**src/rtl/seq_alu_pkg.sv**
```systemverilog
// Shared types for the sequential ALU: opcodes, FSM states and flag bit positions.
package seq_alu_pkg;

    typedef enum logic [3:0] {
        OP_NOP  = 4'd0,
        OP_ADD  = 4'd1,
        OP_ADDU = 4'd2,
        OP_ADDC = 4'd3,
        OP_SUB  = 4'd4,
        OP_CMP  = 4'd5,
        OP_AND  = 4'd6,
        OP_OR   = 4'd7,
        OP_XOR  = 4'd8,
        OP_NOT  = 4'd9,
        OP_LSH  = 4'd10,
        OP_RSH  = 4'd11,
        OP_ARSH = 4'd12,
        OP_MUL  = 4'd13
    } alu_op_t;

    typedef enum logic [1:0] {
        ST_IDLE,
        ST_SHIFT,
        ST_MUL
    } state_t;

    localparam int unsigned FLAG_Z = 4;
    localparam int unsigned FLAG_C = 3;
    localparam int unsigned FLAG_F = 2;
    localparam int unsigned FLAG_N = 1;
    localparam int unsigned FLAG_L = 0;

    function automatic logic is_shift(input alu_op_t op);
        return op inside {OP_LSH, OP_RSH, OP_ARSH};
    endfunction

endpackage

```
**src/rtl/seq_alu_iter.sv**
```systemverilog
// Iterative engine: one-bit-per-cycle shifter and unsigned shift-add multiplier.
module seq_alu_iter
    import seq_alu_pkg::*;
#(
    parameter int unsigned WIDTH = 16,
    parameter int unsigned CW    = 5
) (
    input  logic             clk,
    input  logic             reset,
    input  logic             i_start,
    input  alu_op_t          i_op,
    input  logic [WIDTH-1:0] i_a,
    input  logic [WIDTH-1:0] i_b,
    input  logic [CW-1:0]    i_count,
    output logic             o_done,
    output logic [WIDTH-1:0] o_result
);

    alu_op_t          r_op;
    logic [WIDTH-1:0] r_acc;
    logic [WIDTH-1:0] r_mc;
    logic [WIDTH-1:0] r_mp;
    logic [CW-1:0]    r_cnt;
    logic [WIDTH-1:0] w_step;

    always_comb begin
        w_step = r_acc;
        case (r_op)
            OP_LSH:  w_step = {r_acc[WIDTH-2:0], 1'b0};
            OP_RSH:  w_step = {1'b0, r_acc[WIDTH-1:1]};
            OP_ARSH: w_step = {r_acc[WIDTH-1], r_acc[WIDTH-1:1]};
            OP_MUL:  w_step = r_mp[0] ? (r_acc + r_mc) : r_acc;
            default: w_step = r_acc;
        endcase
    end

    // The final step is taken combinationally so the top can register it with out_valid.
    assign o_done   = (r_cnt == CW'(1));
    assign o_result = w_step;

    always_ff @(posedge clk or posedge reset) begin
        if (reset) begin
            r_op  <= OP_NOP;
            r_acc <= '0;
            r_mc  <= '0;
            r_mp  <= '0;
            r_cnt <= '0;
        end else if (i_start) begin
            r_op  <= i_op;
            r_acc <= (i_op == OP_MUL) ? '0 : i_a;
            r_mc  <= i_a;
            r_mp  <= i_b;
            r_cnt <= i_count;
        end else if (r_cnt != '0) begin
            r_acc <= w_step;
            r_mc  <= {r_mc[WIDTH-2:0], 1'b0};
            r_mp  <= {1'b0, r_mp[WIDTH-1:1]};
            r_cnt <= r_cnt - CW'(1);
        end
    end

endmodule

```
**src/rtl/seq_alu.sv**
```systemverilog
// Sequential ALU: single-cycle datapath plus an iterative shift/multiply engine,
// valid/ready input handshake and registered result/flags.
module seq_alu
    import seq_alu_pkg::*;
#(
    parameter int unsigned WIDTH = 16,
    parameter int unsigned IMM_W = 8
) (
    input  logic             clk,
    input  logic             reset,
    input  logic             in_valid,
    output logic             in_ready,
    input  logic [3:0]       op,
    input  logic [WIDTH-1:0] a,
    input  logic [WIDTH-1:0] b,
    input  logic [IMM_W-1:0] imm,
    input  logic             use_imm,
    output logic             out_valid,
    output logic [WIDTH-1:0] result,
    output logic [4:0]       flags
);

    localparam int unsigned      CW      = $clog2(WIDTH + 1);
    localparam logic [CW-1:0]    CNT_MAX = CW'(WIDTH);
    localparam logic [WIDTH-1:0] AMT_MAX = WIDTH'(WIDTH);

    state_t           r_state;
    state_t           w_next;
    logic [WIDTH-1:0] r_result;
    logic [4:0]       r_flags;
    logic             r_out_valid;

    alu_op_t          w_op;
    logic             w_accept;
    logic             w_start_iter;
    logic             w_sc_wr;
    logic             w_iter_done;
    logic             w_cin;
    logic [WIDTH-1:0] w_imm_ext;
    logic [WIDTH-1:0] w_opb;
    logic [WIDTH-1:0] w_diff;
    logic [WIDTH-1:0] w_sc_res;
    logic [WIDTH-1:0] w_iter_res;
    logic [WIDTH:0]   w_sum;
    logic [4:0]       w_sc_flags;
    logic [4:0]       w_iter_flags;
    logic [CW-1:0]    w_amt;
    logic [CW-1:0]    w_iter_cnt;

    assign w_op      = alu_op_t'(op);
    assign w_imm_ext = (w_op inside {OP_ADD, OP_ADDC, OP_SUB, OP_CMP})
                       ? WIDTH'($signed(imm)) : WIDTH'(imm);
    assign w_opb     = use_imm ? w_imm_ext : b;
    assign w_amt     = (w_opb >= AMT_MAX) ? CNT_MAX : w_opb[CW-1:0];

    assign w_accept     = in_valid && in_ready;
    assign w_start_iter = w_accept && ((is_shift(w_op) && (w_amt != '0)) || (w_op == OP_MUL));
    assign w_iter_cnt   = (w_op == OP_MUL) ? CNT_MAX : w_amt;

    assign w_cin  = (w_op == OP_ADDC) ? r_flags[FLAG_C] : 1'b0;
    assign w_sum  = {1'b0, a} + {1'b0, w_opb} + {{WIDTH{1'b0}}, w_cin};
    assign w_diff = a - w_opb;

    always_comb begin
        w_sc_res   = '0;
        w_sc_flags = '0;
        w_sc_wr    = 1'b1;
        case (w_op)
            OP_ADD, OP_ADDC: begin
                w_sc_res           = w_sum[WIDTH-1:0];
                w_sc_flags[FLAG_C] = w_sum[WIDTH];
                w_sc_flags[FLAG_F] = (a[WIDTH-1] == w_opb[WIDTH-1]) && (w_sum[WIDTH-1] != a[WIDTH-1]);
            end
            OP_ADDU: begin
                w_sc_res           = w_sum[WIDTH-1:0];
                w_sc_flags[FLAG_C] = w_sum[WIDTH];
                w_sc_flags[FLAG_F] = w_sum[WIDTH];
            end
            OP_SUB: begin
                w_sc_res           = w_diff;
                w_sc_flags[FLAG_C] = (a < w_opb);
                w_sc_flags[FLAG_F] = (a[WIDTH-1] != w_opb[WIDTH-1]) && (w_diff[WIDTH-1] != a[WIDTH-1]);
            end
            OP_CMP: begin
                w_sc_flags[FLAG_Z] = (a == w_opb);
                w_sc_flags[FLAG_N] = ($signed(a) < $signed(w_opb));
                w_sc_flags[FLAG_L] = (a < w_opb);
            end
            OP_AND:                    w_sc_res = a & w_opb;
            OP_OR:                     w_sc_res = a | w_opb;
            OP_XOR:                    w_sc_res = a ^ w_opb;
            OP_NOT:                    w_sc_res = ~a;
            OP_LSH, OP_RSH, OP_ARSH:   w_sc_res = a;
            default:                   w_sc_wr  = 1'b0;
        endcase
        if (w_op != OP_CMP) begin
            w_sc_flags[FLAG_Z] = (w_sc_res == '0);
            w_sc_flags[FLAG_N] = w_sc_res[WIDTH-1];
        end
    end

    always_comb begin
        w_iter_flags         = '0;
        w_iter_flags[FLAG_Z] = (w_iter_res == '0);
        w_iter_flags[FLAG_N] = w_iter_res[WIDTH-1];
    end

    seq_alu_iter #(
        .WIDTH (WIDTH),
        .CW    (CW)
    ) u_iter (
        .clk      (clk),
        .reset    (reset),
        .i_start  (w_start_iter),
        .i_op     (w_op),
        .i_a      (a),
        .i_b      (w_opb),
        .i_count  (w_iter_cnt),
        .o_done   (w_iter_done),
        .o_result (w_iter_res)
    );

    always_ff @(posedge clk or posedge reset) begin
        if (reset) r_state <= ST_IDLE;
        else       r_state <= w_next;
    end

    always_comb begin
        w_next = r_state;
        case (r_state)
            ST_IDLE:  if (w_start_iter) w_next = (w_op == OP_MUL) ? ST_MUL : ST_SHIFT;
            ST_SHIFT: if (w_iter_done)  w_next = ST_IDLE;
            ST_MUL:   if (w_iter_done)  w_next = ST_IDLE;
            default:                    w_next = ST_IDLE;
        endcase
    end

    always_comb begin
        in_ready = (r_state == ST_IDLE);
    end

    always_ff @(posedge clk or posedge reset) begin
        if (reset) begin
            r_result    <= '0;
            r_flags     <= '0;
            r_out_valid <= 1'b0;
        end else begin
            r_out_valid <= 1'b0;
            if (w_accept && !w_start_iter) begin
                r_out_valid <= 1'b1;
                if (w_sc_wr) begin
                    r_result <= w_sc_res;
                    r_flags  <= w_sc_flags;
                end
            end else if ((r_state != ST_IDLE) && w_iter_done) begin
                r_out_valid <= 1'b1;
                r_result    <= w_iter_res;
                r_flags     <= w_iter_flags;
            end
        end
    end

    assign out_valid = r_out_valid;
    assign result    = r_result;
    assign flags     = r_flags;

endmodule
```
**config.mk**
```make
export PLATFORM = sky130hd
export DESIGN_NAME = seq_alu
export DESIGN_NICKNAME = d
export VERILOG_FILES = /design/src/rtl/seq_alu_pkg.sv /design/src/rtl/seq_alu_iter.sv /design/src/rtl/seq_alu.sv
export SDC_FILE = /design/constraint.sdc
export NUM_CORES = 1
export LEC_CHECK = 0
export CAP_MARGIN = 20
export CORE_MARGIN = 10
export CORE_UTILIZATION = 50
export DETAILED_ROUTE_END_ITERATION = 7
export PLACE_DENSITY = 0.69
export SKIP_LAST_GASP = 1
export SLEW_MARGIN = 10
export SYNTH_ARGS = -nofsm -noshare
export SYNTH_HDL_FRONTEND = slang
export SYNTH_SLANG_ARGS = --single-unit
```
**constraint.sdc**
```tcl
create_clock -name clk -period 3.7 [get_ports clk]
set_clock_uncertainty 0.1 [all_clocks]
set_input_delay 1.11 -clock clk [delete_from_list [all_inputs] [get_ports clk]]
set_output_delay 1.11 -clock clk [all_outputs]
set_load 0.02 [all_outputs]
```
==> results.txt <==
The flow ran to the end, but the final reports show violations. The final reports fail on negative setup slack. Hold is met by 393.2 ps.

The TritonCTS buffer count came out at 9. The first-pass GRT wire length came out at 55.10 mm. The part of the total power dissipated in the clock network came out at 0.129. The post-layout net count came out at 1535.

The number of setup violations in the final report came out at 13. After floorplanning, the core was divided into 47 placement rows. In the finished design, the share of the clock period the worst path needs comes to 1.136. Clock-pin slew was measured on the worst setup and hold paths at 70 ps. The main flop type after synthesis is sky130_fd_sc_hd__dfrtp_1. The combined area of all synthesized cells came out at 8564 um^2. Counting cells, the worst reg-to-reg path comes to 14. The cell area power density came out at 614.4 nW/um^2. The placed wire-length estimate is 25.75 mm. The sequential element share of the synthesized area is 0.2367. Measured along the y axis, the die boundary spans 150.9 um. For this run, the top clock speed supported by timing is 0.2380 GHz. The analysis attributes to net switching a power of 3663 uW. The vias per cell came out at 6.339. The fraction of post-synthesis cell area in the top cell type by area is 0.2367. The worst min-delay path class is flip-flop to flip-flop. The signal on the critical path passes through buf_8, nand2b_4, a211oi_4, a21o_1, inv_2, ha_4, buf_6, buf_4, buf_4, a22oi_1, o221ai_1, a21oi_2, o311a_4, nor4bb_1, o21a_2, nand4bb_1, or4_1, o211ai_2. The setup path with the least slack is of type input pin to flip-flop. The largest vdd supply drop is 0.4733 mV. The total leakage power is 0.005729 uW. The number of hold buffers added after CTS was 0.

The worst reg-to-reg setup slack is -150 ps. The max-slew violation count came out at 0. In the detailed route, the total length drawn on met3 is 2.854 mm. Counting every net in the synthesized netlist gives 1226. The antenna diode count is 0.

The clock tree root driver cell is sky130_fd_sc_hd__clkbuf_16. The kind of launch point of the worst setup path is an input pin. The number of input and output port buffers inserted came out at 70. The launch point of the worst reg-to-reg path is u_iter.r_acc[0]. In the synthesized netlist the async set-or-reset flop fraction comes to 1.000. Counting every instance in the synthesized netlist gives 1106. For the pin with the worst max-slew slack, the measured transition is 854.8 ps.

The routed wirelength normalized by instance count is 21.93 um. Of the total power, registers draw 0.215. The post-synthesis average cell area came out at 7.744 um^2. The routed wire length is 35.97 mm. Compared with the post-synthesis result, the final layout area differs by 50.07%.

For this block, wires on met1 add up to 13.97 mm. The clock latency on the worst-skew pair is 350 ps. From left edge to right edge, the die measures 150.9 um. The type of destination of the critical path is a flip-flop. The CTS sink count came out at 81. The post-route setup TNS is -2423 ps.

The count of boundary I/O pins came out at 71. The final count of hold timing violations was 0. The number of enable-type register cells in the synthesized netlist is 0.

The area of placed instances came out at 11280 um^2. For this run, the share of the core covered by cells in the final layout is 0.7696. Together, buffers and inverters on the worst path number 5. The most area-hungry cell type in the Yosys netlist is sky130_fd_sc_hd__dfrtp_1. The die covers 22760 um^2. The highest metal layer carrying signal wires in the routed design is met4. The peak per-stage delay on the critical path is 420 ps.

The total core area is 16700 um^2. In the detailed route, the total length drawn on met2 is 16.95 mm. Internal power comes to 4234 uW. The logic gate share of total power came out at 0.656. The fraction of layout instances using a drive strength above 1 is 0.3465. The maximum root-to-sink buffer count came out at 2.

In this run, placement finished with an instance count of 1578. The worst register-to-register path ends at flags[4]. The number of remaining DRC errors is 0. The post-route cell area is 12850 um^2. In this run the worst setup path terminates at flags[4].

Tracing the worst setup path back leads to its startpoint at op[2]. The initial antenna violation count is 0. The cell repeated most along the worst path is sky130_fd_sc_hd__buf_4. The number of global-route vias before repair came to 10110. The count of yosys warnings during synthesis is 0. The worst setup margin is -501.8 ps. The count of cells in the finished layout, fillers not included, comes to 1640. For the worst setup path, the data arrival time is 4370 ps. Yosys attributes the largest share of cell area to sky130_fd_sc_hd__dfrtp_1 (24%), sky130_fd_sc_hd__ha_1 (9.9%), sky130_fd_sc_hd__nand2_1 (5.4%). The starting density of the core came out at 0.5128. The final RePlAce weighted congestion is 1.003. The global-route usage over all layers is 0.3054. The largest net degree at the start of global routing is 55. Of the total power, the share spent switching nets is 0.4638. The routed via count came out at 10400. The number of unique standard cell types used by synthesis is 104. The number of nets still failing antenna checks after routing came out at 0. TritonCTS built the clock tree. The first routing iteration left 1242 violations. The critical path crosses 18 cells after its start point.

For this run the aggregate overflow at the end of global routing stands at 0. The largest fanout of any net on the critical path came out at 4. The data required time at the worst endpoint is 3870 ps. Across the run, the number of max-cap violations was 0. The H-tree was split into 3 levels. The headroom to the max-slew limit is 0.4287. On the critical path the largest part of the delay comes from compound AO/OA/AOI/OAI gates. The critical path's slowest cell is sky130_fd_sc_hd__or4_1. The first-pass iteration count of the detailed router came out at 6. In this run, synthesis produced a sequential element count of 81. Setup repair after global routing could not meet its margin everywhere.

The shortest period the worst path allows came out at 4202 ps.
==> cell families after synthesis <==
kind of cell | after synthesis | share of synthesized area
AND/OR/NAND/NOR | 390 | 0.2251
AO/OA/AOI/OAI | 386 | 0.3113
buffers and inverters | 130 | 0.06355
flip-flops | 81 | 0.2367
adder cells (fa/ha/maj) | 72 | 0.1087
multiplexers | 30 | 0.03725
XOR/XNOR | 17 | 0.01739
==> repair_timing <==
| action | CTS | global route |
|---|---|---|
| endpoints found under the setup margin | 56 | 17 |
| buffers inserted | 40 | 17 |
| gates cloned | 0 | 0 |
| pin swaps | 71 | 56 |
| resized for setup | 168 | 74 |
==> cells in the mapped netlist (all sizes together) (5+ instances only) <==
cell and n:
nor2 114, a21o 16, a21oi 78, o21ai 91, buf 24, or2 7, or4 5, nand2b 13
xor2 8, o21a 10, nand4 7, inv 62, or3 9, dfrtp 81, o211ai 11, xnor2 9
mux2i 28, o21bai 5, nand3 33, nor2b 17, and3 8, a31oi 26, a22o 5, a211oi 21
o221ai 12, a22oi 12, ha 68, a311oi 5, o22ai 12, clkbuf 44, nor4 12, nand2 123
nor3b 5, o31ai 9, a221oi 14, nor3 14
==> sequential cells by signal, summed over array words and instances (netlist names) <==
name	flops
u_iter.r_mc	16
u_iter.r_op	4
out_valid	1
u_iter.r_cnt	5
r_state	2
u_iter.r_mp	16
result	16
u_iter.r_acc	16
flags	5
==> cell type report <==
class                      instances  area, um^2
multi-input combinational        895        6908
fill                            1208        3849
timing repair buffer             366        3070
sequential                        81        2027
tap                              220       275.3
inverter                          62       239.0
clock buffer                       9       225.2
clock inverter                     7       107.6
==> metrics by stage <==
stage	setup slack [ps]	total power, uW
global route	-699.6	8424
CTS	-415.9	7562
finish	-501.8	7896
floorplan	-616.0	4538
global placement	-1413	6213
detailed placement	-1448	6302
==> per-layer routing <==
metal / up-vias / global-route usage
li1: 4706 / -
met1: 4911 / 0.3802
met2: 605 / 0.5013
met3: 174 / 0.04654
met4: 0 / 0.1593
met5: - / 0
==> power by group through the flow <==
stage	sequential (uW)	clock (uW)	combinational [uW]
2_1_floorplan	1680	0	2860
3_3_place_gp	1680	0	4540
3_5_place_dp	1690	0	4610
4_1_cts	1680	1030	4860
5_1_grt	1740	1060	5630
6_report	1700	1020	5180
==> worst reg2reg max path, delay by kind of cell (launching register included) <==
| family | cells | cell delay [ps] |
|---|---|---|
| buf+inv | 2 | 270 |
| fa+ha+maj | 2 | 470 |
| simple gates | 5 | 1440 |
| compound gates | 4 | 950 |
| xor+xnor | 1 | 120 |
| flops | 1 | 430 |
==> cell usage in the layout (no fill, tap or decap), types with 26 or more instances in the layout <==
master	instances
sky130_fd_sc_hd__ha_1	48
sky130_fd_sc_hd__nor2_1	101
sky130_fd_sc_hd__buf_4	266
sky130_fd_sc_hd__buf_6	26
sky130_fd_sc_hd__nand3_1	32
sky130_fd_sc_hd__a21oi_1	59
sky130_fd_sc_hd__inv_1	44
sky130_fd_sc_hd__o21ai_0	72
sky130_fd_sc_hd__dfrtp_1	81
sky130_fd_sc_hd__nand2_1	116
sky130_fd_sc_hd__clkdlybuf4s50_1	43
==> how the worst min path moves through the flow <==
stage | slack [ps] | cells after the start | start | end
4_1_cts | 400 | 1 | result[9] | result[9]
3_5_place_dp | 380 | 1 | result[9] | result[9]
5_1_grt | 410 | 1 | result[11] | result[11]
6_report | 390 | 1 | result[9] | result[9]
2_1_floorplan | 370 | 2 | u_iter.r_mp[15] | u_iter.r_mp[15]
3_3_place_gp | 370 | 2 | result[7] | result[7]
No activity file was read; power rests on OpenSTA's default activity.
